File: config.mk
export PLATFORM = sky130hd
export DESIGN_NAME = row_transfer_ctrl
export DESIGN_NICKNAME = d
export VERILOG_FILES = /design/src/rtl/row_transfer_ctrl.sv
export SDC_FILE = /design/constraint.sdc
export NUM_CORES = 1
export LEC_CHECK = 0
export BUFFER_PORTS_ARGS = -buffer_cell sky130_fd_sc_hd__buf_4
export CORE_ASPECT_RATIO = 0.7
export CORE_MARGIN = 4
export CORE_UTILIZATION = 64
export DETAILED_ROUTE_END_ITERATION = 10
export PLACE_DENSITY_LB_ADDON = 0.1
export SLEW_MARGIN = 20
export SYNTH_ARGS = -nofsm -noshare
export SYNTH_HDL_FRONTEND = slang
export SYNTH_SLANG_ARGS = --single-unit
File: constraint.sdc
create_clock -name clk -period 5.65 [get_ports clk]
set_input_delay 0.2825 -clock clk [delete_from_list [all_inputs] [get_ports clk]]
set_output_delay 0.2825 -clock clk [all_outputs]
set_load 0.03 [all_outputs]
File: src/rtl/row_transfer_ctrl.sv
// row_transfer_ctrl: sequences one frame through the row cache.
// Each row is loaded from SDRAM into the row cache (image_width beats), handed
// to the window engine, and the processed row (image_width-1 beats) is written
// back to SDRAM before moving on to the next row.
// Optional feature: define TRANSFER_TIMEOUT_EN to add an 8-bit stall watchdog
// that parks the block in a sticky ERR state (left only through rst).
module row_transfer_ctrl (
  input  logic        clk,
  input  logic        rst,
  input  logic        start,
  input  logic [12:0] image_width,
  input  logic [12:0] image_height,
  output logic        mem_req,
  input  logic        mem_ack,
  output logic        sram_mode,
  output logic        sdram_mode,
  output logic        update,
  output logic        start_flag,
  output logic        row_ready,
  input  logic        row_done,
  output logic        busy,
  output logic        frame_done,
  output logic        err
);

  typedef enum logic [2:0] {
    IDLE      = 3'd0,
    INIT      = 3'd1,
    LOAD      = 3'd2,
    WAIT_PROC = 3'd3,
    STORE     = 3'd4,
    NEXT      = 3'd5,
    DONE      = 3'd6
`ifdef TRANSFER_TIMEOUT_EN
    , ERR     = 3'd7
`endif
  } state_t;

  state_t      state;
  logic [12:0] width_q;
  logic [12:0] height_q;
  logic [12:0] row_cnt;
  logic [12:0] beat_cnt;

`ifdef TRANSFER_TIMEOUT_EN
  logic [7:0]  wd_cnt;
`else
  assign err = 1'b0;
`endif

  // Frame sequencer: state, counters and every registered output move together.
  always_ff @(posedge clk) begin
    if (rst) begin
      state      <= IDLE;
      width_q    <= 13'd0;
      height_q   <= 13'd0;
      row_cnt    <= 13'd0;
      beat_cnt   <= 13'd0;
      mem_req    <= 1'b0;
      update     <= 1'b0;
      start_flag <= 1'b0;
      row_ready  <= 1'b0;
      busy       <= 1'b0;
      frame_done <= 1'b0;
      sram_mode  <= 1'b1;
      sdram_mode <= 1'b1;
`ifdef TRANSFER_TIMEOUT_EN
      err        <= 1'b0;
      wd_cnt     <= 8'd0;
`endif
    end else begin
      // An address step follows every beat the memory accepted last cycle.
      update     <= mem_req & mem_ack;
      start_flag <= 1'b0;
      frame_done <= 1'b0;

      case (state)
        IDLE: begin
          // Degenerate frames (no store beats or no rows) are simply not started.
          if (start && (image_width >= 13'd2) && (image_height != 13'd0)) begin
            width_q    <= image_width;
            height_q   <= image_height;
            start_flag <= 1'b1;
            busy       <= 1'b1;
            state      <= INIT;
          end
        end

        INIT: begin
          row_cnt  <= 13'd0;
          beat_cnt <= 13'd0;
          mem_req  <= 1'b1;
          state    <= LOAD;
        end

        LOAD: begin
          if (mem_ack) begin
            if (beat_cnt == width_q - 13'd1) begin
              beat_cnt   <= 13'd0;
              mem_req    <= 1'b0;
              row_ready  <= 1'b1;
              sram_mode  <= 1'b0;
              sdram_mode <= 1'b0;
              state      <= WAIT_PROC;
            end else begin
              beat_cnt <= beat_cnt + 13'd1;
            end
          end
        end

        WAIT_PROC: begin
          if (row_done) begin
            row_ready <= 1'b0;
            mem_req   <= 1'b1;
            state     <= STORE;
          end
        end

        STORE: begin
          // The window engine produces one pixel fewer than it consumed.
          if (mem_ack) begin
            if (beat_cnt == width_q - 13'd2) begin
              beat_cnt   <= 13'd0;
              mem_req    <= 1'b0;
              sram_mode  <= 1'b1;
              sdram_mode <= 1'b1;
              state      <= NEXT;
            end else begin
              beat_cnt <= beat_cnt + 13'd1;
            end
          end
        end

        NEXT: begin
          row_cnt <= row_cnt + 13'd1;
          if (row_cnt + 13'd1 == height_q) begin
            frame_done <= 1'b1;
            state      <= DONE;
          end else begin
            mem_req <= 1'b1;
            state   <= LOAD;
          end
        end

        DONE: begin
          busy  <= 1'b0;
          state <= IDLE;
        end

`ifdef TRANSFER_TIMEOUT_EN
        ERR: begin
          state <= ERR;
        end
`endif

        default: begin
          state <= IDLE;
        end
      endcase

`ifdef TRANSFER_TIMEOUT_EN
      // A request left unanswered for 255 cycles is treated as a dead memory.
      if (mem_req && !mem_ack) begin
        if (wd_cnt == 8'd254) begin
          wd_cnt     <= 8'd255;
          state      <= ERR;
          mem_req    <= 1'b0;
          err        <= 1'b1;
          busy       <= 1'b1;
          row_ready  <= 1'b0;
          sram_mode  <= 1'b1;
          sdram_mode <= 1'b1;
        end else begin
          wd_cnt <= wd_cnt + 8'd1;
        end
      end else begin
        wd_cnt <= 8'd0;
      end
`endif
    end
  end

endmodule

After elaboration in Yosys (flattened, before gate mapping)
Index checks and enable logic that the tools add are counted.
{"block": "classes", "add_sub_neg": 4, "order_cmp": 1, "n_eq_ne": 16, "muxes": 32, "bitwise_logic": 3, "reduce_logical": 19}
{"op": "$mux W13", "count": 4}
{"op": "$eq A13 B13 Y1", "count": 3}
{"op": "$pmux W13 S3", "count": 1}
{"op": "$add A13 B1 Y13 const B", "count": 2}
{"op": "$pmux W13 S2", "count": 1}
{"op": "$mux W3", "count": 7}
{"op": "$pmux W3 S6", "count": 1}
{"op": "$mux W1", "count": 14}
{"op": "$ne A2 B2 Y1 const B", "count": 7}
{"op": "$ge A13 B2 Y1 const B", "count": 1}
{"op": "$reduce_bool A13 Y1", "count": 1}
{"op": "$sub A13 B1 Y13 const B", "count": 1}
{"op": "$sub A13 B2 Y13 const B", "count": 1}
{"op": "$eq A3 B3 Y1 const B", "count": 3}
{"op": "$reduce_bool A2 Y1", "count": 4}
{"op": "$reduce_and A7 Y1", "count": 1}
{"op": "$eq A3 B2 Y1 const B", "count": 2}
{"op": "$pmux W1 S2", "count": 3}
{"op": "$reduce_and A6 Y1", "count": 1}
{"op": "$pmux W1 S5", "count": 1}
{"op": "$reduce_and A5 Y1", "count": 1}
{"op": "$reduce_bool A5 Y1", "count": 1}
{"op": "$reduce_and A2 Y1", "count": 2}
{"op": "$reduce_and A4 Y1", "count": 1}
{"op": "8 further kinds", "count": 11}
{"block": "word_totals", "ff_bits": 62, "in_bits": 31, "output_inout_bits": 9}

Longest topological paths before layout
Gate-level depths: netlist of run 1.
{"block": "logic_depth", "depth_word": 5, "mapped_depth": 13}

Least setup slack after synthesis of run 1
No wires, ideal clock.
{"block": "synth_timing", "kind": "reg-to-reg", "startpoint": "register width_q[2]", "endpoint": "register beat_cnt[11]", "setup_ns": 0.122, "arrival_ns": 2.843, "required_time_ns": 5.528, "path_slack_ns": 2.685, "path_stages_with_launch": 14, "path_cell_list": "dfxtp_1 > buf_2 > inv_1 > ha_1 > buf_4 > or4b_1 > xnor2_1 > a211o_1 > a2111oi_4 > a2111oi_4 > a21oi_2 > buf_6 > nor2_2 > a221o_1"}
{"block": "synth_between", "elab_chain_len": 5, "word_cells_on_any_way": 9, "classes_between": "2 x add/sub; 2 x eq/ne; 5 x mux"}
{"item": "start, declared", "line": "40", "source": "logic [12:0] width_q;"}
{"item": "start signal, assigned", "line": "81", "source": "width_q <= image_width;"}
{"item": "$sub A13 B2 Y13 or $sub A13 B1 Y13 (tied branches)", "line": "122, 98"}
{"item": "$eq A13 B13 Y1, on equally long branches", "line": "122, 98"}
{"item": "$mux W13, on equally long branches", "line": "122, 98"}
{"item": "$mux W13, on equally long branches", "line": "121, 97"}
{"item": "$pmux W13 S3 (*)", "line": "77", "source": "case (state)"}
{"item": "end signal, assigned", "line": "106", "source": "beat_cnt <= beat_cnt + 13'd1;"}
{"item": "end signal, assigned", "line": "129", "source": "beat_cnt <= beat_cnt + 13'd1;"}
{"item": "end, declared", "line": "43", "source": "logic [12:0] beat_cnt;"}
Mark *: on every way between the ends. The rest lies on a longest branch, timed or not. The select of a mux whose other input is x is not followed.
A chain may end at the register's enable or synchronous reset.

Worst setup path in the final report of run 1
Same ends and word-level chain as after synthesis.

==> results by stage, run 1 <==
Run status:
- The flow ran to the end, and the final reports show no timing, DRC or antenna violations.

Timing:
- For the pin with the worst max-slew slack, the measured transition is about 0.89 ns.
- The final cycle utilization of the critical path is between 60% and 70%.
- The shortest clock period the worst path allows after layout is approximately 3.7 ns.
- Adding up every negative setup slack in the final design gives 0 ns.
- Setup repair after global routing left no endpoint under its margin.
- The final number of setup-violating endpoints is 0.
- The maximum clock frequency is 0.2714 GHz.
- The final count of pins violating max slew is 0.
- The final hold violation count came to 0.
- Across the routed clock network, the largest skew measured is between 0.006 and 0.007 ns.
- In this run the tightest slew margin relative to its limit is between 40% and 50%.

Route:
- The total via count in the routed design is between 3000 and 4000.
- The final layout contains routed wiring with a total length of between 9000 and 10000 um.
- After detailed routing, the number of vias per cell comes to 6.382.
- After the first detailed-routing iteration, the DRC count stood at 241.
- The first-pass iteration count of the detailed router is 5.
- In the final routed layout, each cell accounts on average for around 17 um.
- For this run, design rule violations remaining after detail routing come to 0.
- Once detail routing completed, the nets flagged for antenna violations numbered 0.

Logic synthesis:
- The share of the synthesized area in the top cell type is a little under a third.
- By area, the combinational part of the netlist is dominated by simple AND/OR/NAND/NOR gates.
- The post-synthesis area per instance is 8.173 um2.
- The summed instance area of the synthesized netlist is approximately 0.004 mm2.
- In this run, synthesis inferred 0 flip-flops with an integrated enable.
- The fraction of the mapped netlist area in adder cells is 1.805%.
- The commonest register cell after synthesis is sky130_fd_sc_hd__dfxtp_1.
- By area the synthesized netlist is led by sky130_fd_sc_hd__dfxtp_1 (31%), sky130_fd_sc_hd__mux2i_1 (8.0%), sky130_fd_sc_hd__nor2_1 (6.3%).
- The synthesized netlist devotes a little under a fifth of its cell area to compound gates.
- The biggest area contributor in the post-synthesis netlist is sky130_fd_sc_hd__dfxtp_1.
- The sequential cell area fraction in the yosys report is approximately 31%.
- Multiplexer cells account for under 10% of the synthesized area.
- During synthesis, Yosys emitted a total of 0 warnings.
- The post-synthesis instance total is around 490.
- The simple-gate share of the synthesized area is 25.61%.
- The count of distinct cell types in the synthesized netlist is 66.
- The flip-flop and latch count after synthesis is 62.
- Counting every net in the synthesized netlist gives between 500 and 600.
- After Yosys synthesis, XOR and XNOR cells account for 8.836% of the synthesized area.
- Ranked by instance count, the synthesized netlist is headed by sky130_fd_sc_hd__nor2_1 (68), sky130_fd_sc_hd__dfxtp_1 (62), sky130_fd_sc_hd__mux2i_1 (32).
- The async set-or-reset flop fraction in the synthesized netlist is 0%.
- The dominant cell by count in the synthesized netlist is sky130_fd_sc_hd__nor2_1.

Worst setup path:
- The category of the critical setup timing path is flop to flop.
- On the worst path, the slowest cell contributes a delay of between 0.6 and 0.7 ns.
- The number of buffers and inverters on the critical path is 1.
- The family of cells with the greatest summed delay on the critical path is compound AO/OA/AOI/OAI gates.
- The worst setup path is launched from a flop.
- The worst path arrival time is 3.92 ns.
- Walking the worst path, the cells encountered are inv_1 > ha_1 > nor4b_2 > a21boi_1 > a2111o_1 > a31oi_1 > a2111oi_4 > a21oi_2 > nor2_2 > a221o_1.
- The worst setup path is captured at a flop.
- For the worst setup path, the data required time is 5.89 ns.
- Of all nets on the critical path, the largest fanout is 20.
- The flop-to-flop setup slack is approximately 2.0 ns.
- The cell with the largest stage delay on the worst path is sky130_fd_sc_hd__a21oi_2.

Clock tree:
- In this run the deepest clock path goes through 2 buffers.
- Clock latency on the worst-skew pair, taken at its later pin, is between 0.3 and 0.4 ns.
- CTS built an H-tree with a depth of 3.
- Buffers added to address setup during post-CTS repair amount to 0.
- The number of buffers created by CTS is 9.
- TritonCTS built the clock tree.
- The clock sink count is 62.
- The post-CTS clock slew at the launch and capture registers of the worst setup and hold paths is approximately 0.070 ns.
- The tree is rooted in a sky130_fd_sc_hd__clkbuf_8.
- Post-CTS repair changed the size of 0 cells.
- The count of hold buffers inserted by post-cts repair is 0.

Power:
- The worst-case vdd ir drop is between 0.15 and 0.2 mV.
- Dividing total power by cell area gives a power density of approximately 280 mW/mm2.
- In this run the static leakage power is ~1.9 nW.

Final layout:
- Of the cells placed in the final design, the portion with a size suffix greater than 1 is roughly 15%.
- The area growth from synthesis to final layout is 9.614%.
- The count of cells in the finished layout, fillers not included, comes to a little under 600.
- 0 antenna diodes ended up in the layout.
- The filler cell count in the final layout is ~460.
- The net count reported at finish is 543.

Global route:
- Global routing used approximately 28% of the available tracks.
- For this run the aggregate overflow at the end of global routing stands at 0.
- Entering global routing, the biggest net connects slightly below 50 pins.
- The via count of the first global-routing pass is around 3400.
- The first global-routing pass estimated 16430 um of wire.
- The number of antenna violations at the first check in global routing is 0.

Floorplan:
- For this configuration, the core starts out at a cell density of 68.17%.
- From left edge to right edge, the die measures slightly above 100 um.
- The total die area is between 0.007 and 0.008 mm2.
- The core box area is between 0.005 and 0.006 mm2.
- 40 I/O pins were placed.
- Row generation in the floorplan step produced 23 rows.
- The floorplan die height is approximately 74 um.

Job:
- Across the run, the number of max-cap violations was 0.

Placed design:
- The number of I/O port buffers is 38.
- The number of placed instances, taps included, is ~570.
- The post-detailed-placement half-perimeter wirelength is 7337 um.
- The placer's final routability congestion estimate is approximately 0.93.

Hold path:
- The path class of the tightest hold or removal check is input port to flop.
## worst paths after layout
path | startpoint | to | cells after the start
hold reg to reg | row_cnt[1] | row_cnt[1] | 2
hold / removal | row_done | row_ready | 2
setup / recovery | width_q[2] | beat_cnt[11] | 10
setup reg to reg | width_q[2] | beat_cnt[11] | 10
## power breakdown
group	internal, mW	switching, mW	total (mW)	leakage, nW
sequential	0.469	0.0507	0.520	0.505
combinational	0.164	0.223	0.387	1.29
clock	0.169	0.174	0.343	0.0861
## kinds of logic after synthesis
family	after synthesis
simple gates	198
compound gates	104
flops	62
buf+inv	49
xor+xnor	39
mux	33
fa+ha+maj	6
other cells	1
## metal layers
layer  vias to the layer above  wire [um]  global-route usage (%)
met2                       150       4211                   38.84
met3                        19        833                   9.466
met1                      1776       4752                   40.13
li1                       1801          -                       -
met5                         -          0                       0
met4                         0        127                   8.764
## sequential cells by signal, indices dropped and copies added (netlist names)
register    count
mem_req         1
row_ready       1
sdram_mode      1
width_q        13
state           3
row_cnt        13
beat_cnt       13
height_q       13
update          1
start_flag      1
busy            1
frame_done      1
## layout by cell type, fill, tap and decap left out, types with 3 or more instances in the layout
cell type	count
sky130_fd_sc_hd__nor2_1	68
sky130_fd_sc_hd__dfxtp_1	62
sky130_fd_sc_hd__buf_4	41
sky130_fd_sc_hd__mux2i_1	32
sky130_fd_sc_hd__nand2_1	31
sky130_fd_sc_hd__o21ai_0	23
sky130_fd_sc_hd__xnor2_1	20
sky130_fd_sc_hd__nor3_1	19
sky130_fd_sc_hd__xor2_1	18
sky130_fd_sc_hd__a21oi_1	16
sky130_fd_sc_hd__nor4_1	14
sky130_fd_sc_hd__inv_1	12
sky130_fd_sc_hd__nand3_1	12
sky130_fd_sc_hd__clkbuf_8	10
sky130_fd_sc_hd__a211o_1	8
sky130_fd_sc_hd__and3_1	8
sky130_fd_sc_hd__a31oi_1	8
sky130_fd_sc_hd__a21o_1	8
sky130_fd_sc_hd__nand4_1	7
sky130_fd_sc_hd__o31ai_1	7
sky130_fd_sc_hd__a22oi_1	7
sky130_fd_sc_hd__nor4b_1	6
sky130_fd_sc_hd__ha_1	5
sky130_fd_sc_hd__nand2b_1	4
sky130_fd_sc_hd__and2_1	4
sky130_fd_sc_hd__nor2b_1	4
sky130_fd_sc_hd__o21a_1	3
sky130_fd_sc_hd__or2_2	3
sky130_fd_sc_hd__a22o_1	3
sky130_fd_sc_hd__clkinv_2	3
## through the flow
| stage | hold WS (ns) | total power [mW] | util [%] | instance area (um2) | setup WS [ns] |
|---|---|---|---|---|---|
| floorplan | 0.3986 | 0.8204 | - | 4021 | 2.685 |
| global placement | 0.4705 | 0.8930 | 71.88 | 4240 | 2.140 |
| detailed placement | 0.4872 | 0.9078 | 71.88 | 4240 | 2.008 |
| CTS | 0.1454 | 1.248 | 74.72 | 4408 | 2.019 |
| global route | 0.1549 | 1.321 | 74.72 | 4408 | 1.755 |
| finish | 0.1517 | 1.250 | 74.72 | 4408 | 1.965 |
## cell type report
| class | instances | area [um2] | share of cell area [%] |
|---|---|---|---|
| clock buffer | 12 | 145.1 | 3.293 |
| clock inverter | 4 | 22.52 | 0.5109 |
| inverter | 12 | 45.04 | 1.022 |
| multi-input combinational | 381 | 2552 | 57.91 |
| sequential | 62 | 1241 | 28.16 |
| tap | 75 | 93.84 | 2.129 |
| timing repair buffer | 41 | 307.8 | 6.983 |
No activity file was read; power rests on OpenSTA's default activity.
==> run 2: changes to the inputs <==
--- a/config.mk
+++ b/config.mk
@@ -8,7 +8,7 @@
 export BUFFER_PORTS_ARGS = -buffer_cell sky130_fd_sc_hd__buf_4
 export CORE_ASPECT_RATIO = 0.7
 export CORE_MARGIN = 4
-export CORE_UTILIZATION = 64
+export CORE_UTILIZATION = 60
 export DETAILED_ROUTE_END_ITERATION = 10
 export PLACE_DENSITY_LB_ADDON = 0.1
 export SLEW_MARGIN = 20
==> constraint.sdc (replaced) <==
create_clock -name clk -period 3.7 [get_ports clk]
set_input_delay 0.185 -clock clk [delete_from_list [all_inputs] [get_ports clk]]
set_output_delay 0.185 -clock clk [all_outputs]
set_load 0.03 [all_outputs]
==> results by stage, run 2 (synthesis gave the netlist of run 1 again) <==
Final layout:
- The net count reported at finish is 545 (+0.37%).
- The fraction of layout instances using a drive strength above 1 came to 15.18% (+0.53 points).
- Leaving out fill and tap cells, the most frequent cell in the layout is sky130_fd_sc_hd__nor2_1.
- Relative to the synthesized area, the layout overhead comes to 10.95%.
- The filler cell count in the final layout is 532 (+16%).
- The final design utilization was 70.09% (-4.6 points).
- The count of inserted antenna diode cells was 0 (unchanged).
- The library cells used most frequently in the layout, excluding fill and tap cells, are sky130_fd_sc_hd__nor2_1 (68), sky130_fd_sc_hd__dfxtp_1 (62), sky130_fd_sc_hd__buf_4 (43), sky130_fd_sc_hd__mux2i_1 (32), sky130_fd_sc_hd__nand2_1 (31).
- The number of cells in the finished layout apart from fillers is 605 (+3.1%).
- The design area is 0.004462 mm2 (+1.2%).

Power:
- The power density of the placed cells is 440.0 mW/mm2 (+55%).
- The worst-case vdd ir drop came to 0.3416 mV (+77%).
- The clock group share of total power was 28.9% (+1.5 points).
- The proportion of total power due to net switching came to 34.72% (-1.1 points).
- The total internal power is 1.281 mW (+60%).
- The leakage dissipation is 1.900 nW (+1.1%).
- The share of power burned in combinational logic is 30.9% (about the same).
- The total net switching power is 0.6816 mW (+52%).
- The portion of total power attributed to sequential cells was 40.1% (-1.5 points).
- The overall power consumption is 1.963 mW (+57%).

Clock tree:
- The TritonCTS clock tree is yes.
- The number of cells upsized or downsized after cts is 0 (unchanged).
- The insertion delay of the later-clocked pin in the worst-skew pair was 0.35 ns (about the same).
- The clock sink count came to 62 (unchanged).
- The number of H-tree levels is 3 (unchanged).
- The post-CTS clock slew at the launch and capture registers of the worst setup and hold paths came to 0.07 ns (about the same).
- The number of buffers created by CTS is 9 (unchanged).
- The maximum clock insertion buffer count is 2 (unchanged).
- The count of hold buffers inserted by post-cts repair is 0 (unchanged).
- The post-CTS setup buffer count came to 0 (unchanged).
- The root buffer cell chosen for the clock tree is sky130_fd_sc_hd__clkbuf_8.

Route:
- The number of vias per cell after detailed routing came to 6.155 (-3.5%).
- The detailed-route DRC error count came to 0 (unchanged).
- The total via count in the routed design is 3724 (-0.59%).
- The detailed route wirelength on metal2 came to 4197 um (-0.33%).
- The final routed wirelength across all metal layers was 9964 um (+0.39%).
- The met1 layer wirelength in the final routing came to 4663 um (-1.9%).
- The total length of routed met3 wires is 996 um (+20%).
- After detailed routing, no signal wire sits above met4.
- The violation count after the first detailed-route iteration is 289 (+20%).
- The wire length per cell is 16.47 um (-2.6%).
- The count of nets left with antenna violations after detail routing is 0 (unchanged).
- The first-pass iteration count of the detailed router is 5 (unchanged).

Worst setup path:
- The worst setup path is launched from a flop.
- The most numerous cell on the critical path is sky130_fd_sc_hd__a2111oi_4.
- The critical path goes through inv_1 > ha_1 > or4b_1 > xnor2_1 > a211o_1 > a2111oi_4 > a2111oi_4 > a21oi_2 > buf_4 > nor2_2 > a221o_1.
- The flop-to-flop setup slack came to 0.38 ns (-1.58 ns).
- The stage delay of the slowest cell on the critical path was 0.54 ns (-0.14 ns).
- The sum of buffers and inverters on the critical path came to 2 (+1).
- The launch point of the worst reg-to-reg path is width_q[2].
- The logic depth of the worst setup path including buffers was 11 (+1).
- In this design, the largest share of critical-path delay is due to compound AO/OA/AOI/OAI gates.
- The required time at the endpoint of the critical path came to 3.94 ns (-1.95 ns).
- The worst setup path is of the flop to flop kind.
- Tracing the worst setup path back leads to its startpoint at width_q[2].
- The worst register-to-register path ends at beat_cnt[11].
- The cell with the largest stage delay on the worst path is sky130_fd_sc_hd__or4b_1.
- The depth of the worst register-to-register path is 11 (+1).
- In this run the worst setup path terminates at beat_cnt[11].
- The worst-path maximum fanout was 20 (unchanged).
- The worst path arrival time is 3.56 ns (-0.36 ns).
- The worst setup path is captured at a flop.

Global route:
- The all-layer global routing usage is 25.43% (-2.3 points).
- The global-route wire length before repair is 16770 um (+2.1%).
- The global route total overflow came to 0 (unchanged).
- The maximum number of pins on one net before global-route repair is 49 (unchanged).
- The via count of the first global-routing pass is 3470 (+2.3%).
- The number of antenna violations at the first check in global routing is 0 (unchanged).

Timing:
- The worst slew margin relative to its limit is 52.20% (+12 points).
- Setup repair after global routing left no endpoint under its margin.
- The shortest clock period the worst path allows after layout came to 3.318 ns (-0.3667 ns).
- The actual transition at the worst max-transition pin is 0.7152 ns (-0.1771 ns).
- The worst-case clock skew is 0.01103 ns (+0.004308 ns).
- The final hold slack is 0.06442 ns (-0.08727 ns).
- The final cycle utilization of the critical path was 89.67% (+24 points).
- The final critical-path setup slack is 0.3820 ns (-1.583 ns).
- The maximum clock frequency is 0.3014 GHz (+11%).
- The final hold violation count is 0 (unchanged).
- The final number of setup-violating endpoints is 0 (unchanged).
- The final count of pins violating max slew came to 0 (unchanged).
- The setup TNS is 0 ns (unchanged).

Hold path:
- The type of the most critical hold path is input port to flop.

Floorplan:
- The count of standard-cell rows was 24 (+4.3%).
- The core box area was 0.006366 mm2 (+7.9%).
- The top-level port count came to 40 (unchanged).
- The total die area is 0.008097 mm2 (+6.0%).
- The width of the die is 105.9 um (+3.0%).
- The floorplan die height is 76.50 um (+2.9%).
- The starting utilization of the core area is 63.17% (-5.0 points).

Placed design:
- The number of I/O port buffers is 38 (unchanged).
- The number of instances in the placed design was 589 (+3.2%).
- The pre-CTS worst setup slack came to 0.4043 ns (-1.604 ns).
- The placer's final routability congestion estimate is 0.8983 (-3.8%).
- The cell area after placement is 0.004275 mm2 (+0.83%).
- The post-detailed-placement half-perimeter wirelength came to 7396 um (+0.80%).

Job:
- The max-cap check violation count was 0 (unchanged).

Run status:
- The flow ran to the end, and the final reports show no timing, DRC or antenna violations.
## run 2: power groups by stage
stage	Combinational (mW)	Sequential, mW	Clock (mW)
floorplan	0.469	0.783	0
global route	0.667	0.795	0.609
CTS	0.598	0.785	0.578
global placement	0.578	0.794	0
finish	0.607	0.787	0.568
detailed placement	0.593	0.800	0
## run 2: worst min path at each step
stage	start	endpoint	slack (ns)	cells after the start
floorplan	row_done	row_ready	0.30	1
global placement	row_done	row_ready	0.41	2
detailed placement	row_done	row_ready	0.42	2
CTS	row_done	row_ready	0.05	2
global route	row_done	row_ready	0.05	2
finish	row_done	row_ready	0.06	2
## run 2: routing by layer
layer | GRT usage [%] | vias up
li1 | - | 1811
met1 | 36.38 | 1722
met2 | 36.96 | 180
met3 | 7.197 | 11
met4 | 7.633 | 0
met5 | 0 | -
## run 2: cell type report
cell class                      count  area, um2  area share [%]
Clock inverter                      5      50.05           1.122
Inverter                           12      45.04           1.010
Tap cell                           91      113.9           2.552
Multi-Input combinational cell    381       2557           57.32
Timing Repair Buffer               43      322.8           7.235
Sequential cell                    62       1241           27.82
Clock buffer                       11      131.4           2.944
## run 2: worst register-to-register path, cell delays in order, from the launching register on
cell and delay, ns:
sky130_fd_sc_hd__dfxtp_1 0.39, sky130_fd_sc_hd__inv_1 0.09, sky130_fd_sc_hd__ha_1 0.35, sky130_fd_sc_hd__or4b_1 0.54, sky130_fd_sc_hd__xnor2_1 0.18, sky130_fd_sc_hd__a211o_1 0.28, sky130_fd_sc_hd__a2111oi_4 0.44, sky130_fd_sc_hd__a2111oi_4 0.15
sky130_fd_sc_hd__a21oi_2 0.13, sky130_fd_sc_hd__buf_4 0.25, sky130_fd_sc_hd__nor2_2 0.09, sky130_fd_sc_hd__a221o_1 0.34
==> run 3: changes to the inputs <==
--- a/config.mk
+++ b/config.mk
@@ -8,7 +8,7 @@
 export BUFFER_PORTS_ARGS = -buffer_cell sky130_fd_sc_hd__buf_4
 export CORE_ASPECT_RATIO = 0.7
 export CORE_MARGIN = 4
-export CORE_UTILIZATION = 60
+export CORE_UTILIZATION = 64
 export DETAILED_ROUTE_END_ITERATION = 10
 export PLACE_DENSITY_LB_ADDON = 0.1
 export SLEW_MARGIN = 20
==> constraint.sdc (replaced) <==
create_clock -name clk -period 4.2 [get_ports clk]
set_input_delay 0.21 -clock clk [delete_from_list [all_inputs] [get_ports clk]]
set_output_delay 0.21 -clock clk [all_outputs]
set_load 0.03 [all_outputs]
==> results by stage, run 3 (synthesis gave the netlist of run 1 again) <==
Run status:
- The run finished with clean final reports.

Final layout:
- The filler cell count in the final layout was 423 (-20%).
- The number of cells in the finished layout apart from fillers came to 589 (-2.6%).
- The sequential cell area in the final layout is 0.001241 mm2 (unchanged).
- In the layout the commonest cells are sky130_fd_sc_hd__nor2_1 (68), sky130_fd_sc_hd__dfxtp_1 (62), sky130_fd_sc_hd__buf_4 (43), sky130_fd_sc_hd__mux2i_1 (32), sky130_fd_sc_hd__nand2_1 (31).
- The footprint of the multi-input gates is 0.002552 mm2 (-0.20%).
- The area growth from synthesis to final layout is 11.01% (about the same).
- The design area is 0.004464 mm2 (about the same).
- The fraction of layout instances using a drive strength above 1 is 15.37% (+0.19 points).
- The count of inserted antenna diode cells is 0 (unchanged).
- The net count reported at finish is 545 (unchanged).
- The most frequent standard cell in the layout excluding fill and tap cells is sky130_fd_sc_hd__nor2_1.

Timing:
- Setup repair after global routing left no endpoint under its margin.
- The actual transition at the worst max-transition pin is 0.7035 ns (-0.01173 ns).
- The final cycle utilization of the critical path came to 78.66% (-11 points).
- The setup TNS is 0 ns (unchanged).
- The final count of pins violating max slew came to 0 (unchanged).
- The final critical-path setup slack was 0.8962 ns (+0.5142 ns).
- The final number of setup-violating endpoints is 0 (unchanged).
- The worst-case clock skew is 0.008803 ns (-0.002222 ns).
- The final hold violation count is 0 (unchanged).
- The maximum clock frequency was 0.3027 GHz (+0.43%).
- The final hold slack was 0.09488 ns (+0.03046 ns).
- The shortest clock period the worst path allows after layout is 3.304 ns (-0.01418 ns).
- The worst slew margin relative to its limit is 52.99% (+0.78 points).

Worst setup path:
- Counting stages on the worst path, the most repeated cell is sky130_fd_sc_hd__a2111oi_4.
- The required time at the endpoint of the critical path is 4.43 ns (+0.49 ns).
- The stage delay of the slowest cell on the critical path is 0.54 ns (about the same).
- The launch point of the worst reg-to-reg path is width_q[2].
- The nature of the critical path startpoint is a flop.
- The reg-to-reg endpoint is beat_cnt[11].
- The worst path arrival time is 3.54 ns (-0.02 ns).
- The worst setup path is of the flop to flop kind.
- The cell with the largest stage delay on the worst path is sky130_fd_sc_hd__or4b_1.
- The flop-to-flop setup slack is 0.90 ns (+0.51 ns).
- Traced cell by cell, the critical path runs through inv_1 > ha_1 > or4b_1 > xnor2_1 > a211o_1 > a2111oi_4 > a2111oi_4 > a21oi_2 > buf_4 > nor2_2 > a221o_1.
- The depth of the worst register-to-register path is 11 (unchanged).
- The type of element capturing the critical path is a flop.
- The worst-path maximum fanout is 20 (unchanged).

Clock tree:
- The insertion delay of the later-clocked pin in the worst-skew pair came to 0.34 ns (about the same).
- The count of hold buffers inserted by post-cts repair came to 0 (unchanged).
- The number of buffers created by CTS is 9 (unchanged).
- Clock tree synthesis selected as its root buffer the cell sky130_fd_sc_hd__clkbuf_8.
- The number of H-tree levels came to 3 (unchanged).
- The number of cells upsized or downsized after cts came to 0 (unchanged).
- The maximum clock insertion buffer count is 2 (unchanged).
- The post-CTS setup buffer count is 0 (unchanged).
- The post-CTS clock slew at the launch and capture registers of the worst setup and hold paths is 0.07 ns (about the same).
- The TritonCTS clock tree is yes.
- The clock sink count is 62 (unchanged).

Power:
- The power density of the placed cells is 397.0 mW/mm2 (-9.8%).
- The total net switching power was 0.6098 mW (-11%).
- The total internal power is 1.163 mW (-9.3%).
- The proportion of total power due to net switching is 34.40% (-0.32 points).
- The portion of total power attributed to sequential cells is 39.5% (-0.6 points).
- The clock group share of total power is 30.9% (+2.0 points).
- The leakage dissipation is 1.900 nW (about the same).
- The share of power burned in combinational logic came to 29.6% (-1.3 points).
- The worst-case vdd ir drop is 0.3349 mV (-2.0%).

Hold path:
- The worst hold path begins at image_width[0].
- The worst hold path cell count is 3 (+1).
- The worst hold path belongs to the class input port to flop.
- The end point of the worst hold path is width_q[0].

Placed design:
- The cell area after placement was 0.004255 mm2 (-0.47%).
- The placer's final routability congestion estimate is 0.9253 (+3.0%).
- The pre-CTS worst setup slack is 0.9206 ns (+0.5163 ns).
- The number of instances in the placed design is 573 (-2.7%).
- The post-detailed-placement half-perimeter wirelength was 7228 um (-2.3%).
- The number of I/O port buffers is 38 (unchanged).

Route:
- The number of vias per cell after detailed routing is 6.350 (+3.2%).
- The violation count after the first detailed-route iteration is 297 (+2.8%).
- The total via count in the routed design is 3740 (+0.43%).
- The wire length per cell is 16.74 um (+1.6%).
- The final routed wirelength across all metal layers is 9859 um (-1.1%).
- The count of nets left with antenna violations after detail routing is 0 (unchanged).
- The first-pass iteration count of the detailed router is 5 (unchanged).
- The detailed-route DRC error count is 0 (unchanged).

Floorplan:
- The count of standard-cell rows came to 23 (-4.2%).
- The core box area came to 0.005899 mm2 (-7.3%).
- The width of the die came to 102.7 um (-2.9%).
- The starting utilization of the core area is 68.17% (+5.0 points).
- The floorplan die height was 74.32 um (-2.8%).
- The top-level port count is 40 (unchanged).
- The total die area is 0.007636 mm2 (-5.7%).

Global route:
- The via count of the first global-routing pass is 3254 (-6.2%).
- The global route total overflow is 0 (unchanged).
- The maximum number of pins on one net before global-route repair is 49 (unchanged).
- The all-layer global routing usage is 26.92% (+1.5 points).
- The number of antenna violations at the first check in global routing is 0 (unchanged).
- The global-route wire length before repair is 16150 um (-3.7%).

Job:
- The max-cap check violation count is 0 (unchanged).
==> run 3: how the worst max path moves through the flow <==
stage               start           end  cells after the start
3_3_place_gp   width_q[2]  beat_cnt[11]                     11
6_report       width_q[2]  beat_cnt[11]                     11
2_1_floorplan  width_q[2]  beat_cnt[11]                     13
4_1_cts        width_q[2]  beat_cnt[11]                     11
5_1_grt        width_q[2]  beat_cnt[11]                     11
3_5_place_dp   width_q[2]  beat_cnt[11]                     11
==> run 3: per-stage QoR <==
step / utilization, % / total power [mW]
2_1_floorplan: - / 1.104
3_3_place_gp: 72.13 / 1.207
3_5_place_dp: 72.13 / 1.225
4_1_cts: 75.67 / 1.771
5_1_grt: 75.67 / 1.866
6_report: 75.67 / 1.772
==> run 3: area by class of cell <==
class	count	area share, %
Clock buffer	11	3.391
Sequential cell	62	27.80
Timing Repair Buffer	43	7.231
Tap cell	75	2.102
Inverter	12	1.009
Clock inverter	5	1.289
Multi-Input combinational cell	381	57.17
==> run 3: per-layer routing <==
metal | track usage [%] | share of wire (%)
met1 | 41.25 | 47
met2 | 37.70 | 41
met3 | 6.935 | 11
met4 | 6.178 | 1.2
met5 | 0 | 0
==> run 3: worst max-delay path: cells and delay by family, from the launching register on <==
family                   cells  cell delay [ns]
AO/OA/AOI/OAI                5             1.31
XOR/XNOR                     1             0.18
adder cells (fa/ha/maj)      1             0.34
buffers and inverters        2             0.34
flip-flops                   1             0.40
AND/OR/NAND/NOR              2             0.62
==> run 3: power groups by stage <==
stage / registers (mW) / clock network [mW] / logic [mW]
detailed placement: 0.711 / 0 / 0.515
global route: 0.706 / 0.584 / 0.575
CTS: 0.697 / 0.556 / 0.518
finish: 0.700 / 0.548 / 0.525
floorplan: 0.690 / 0 / 0.413
global placement: 0.707 / 0 / 0.500
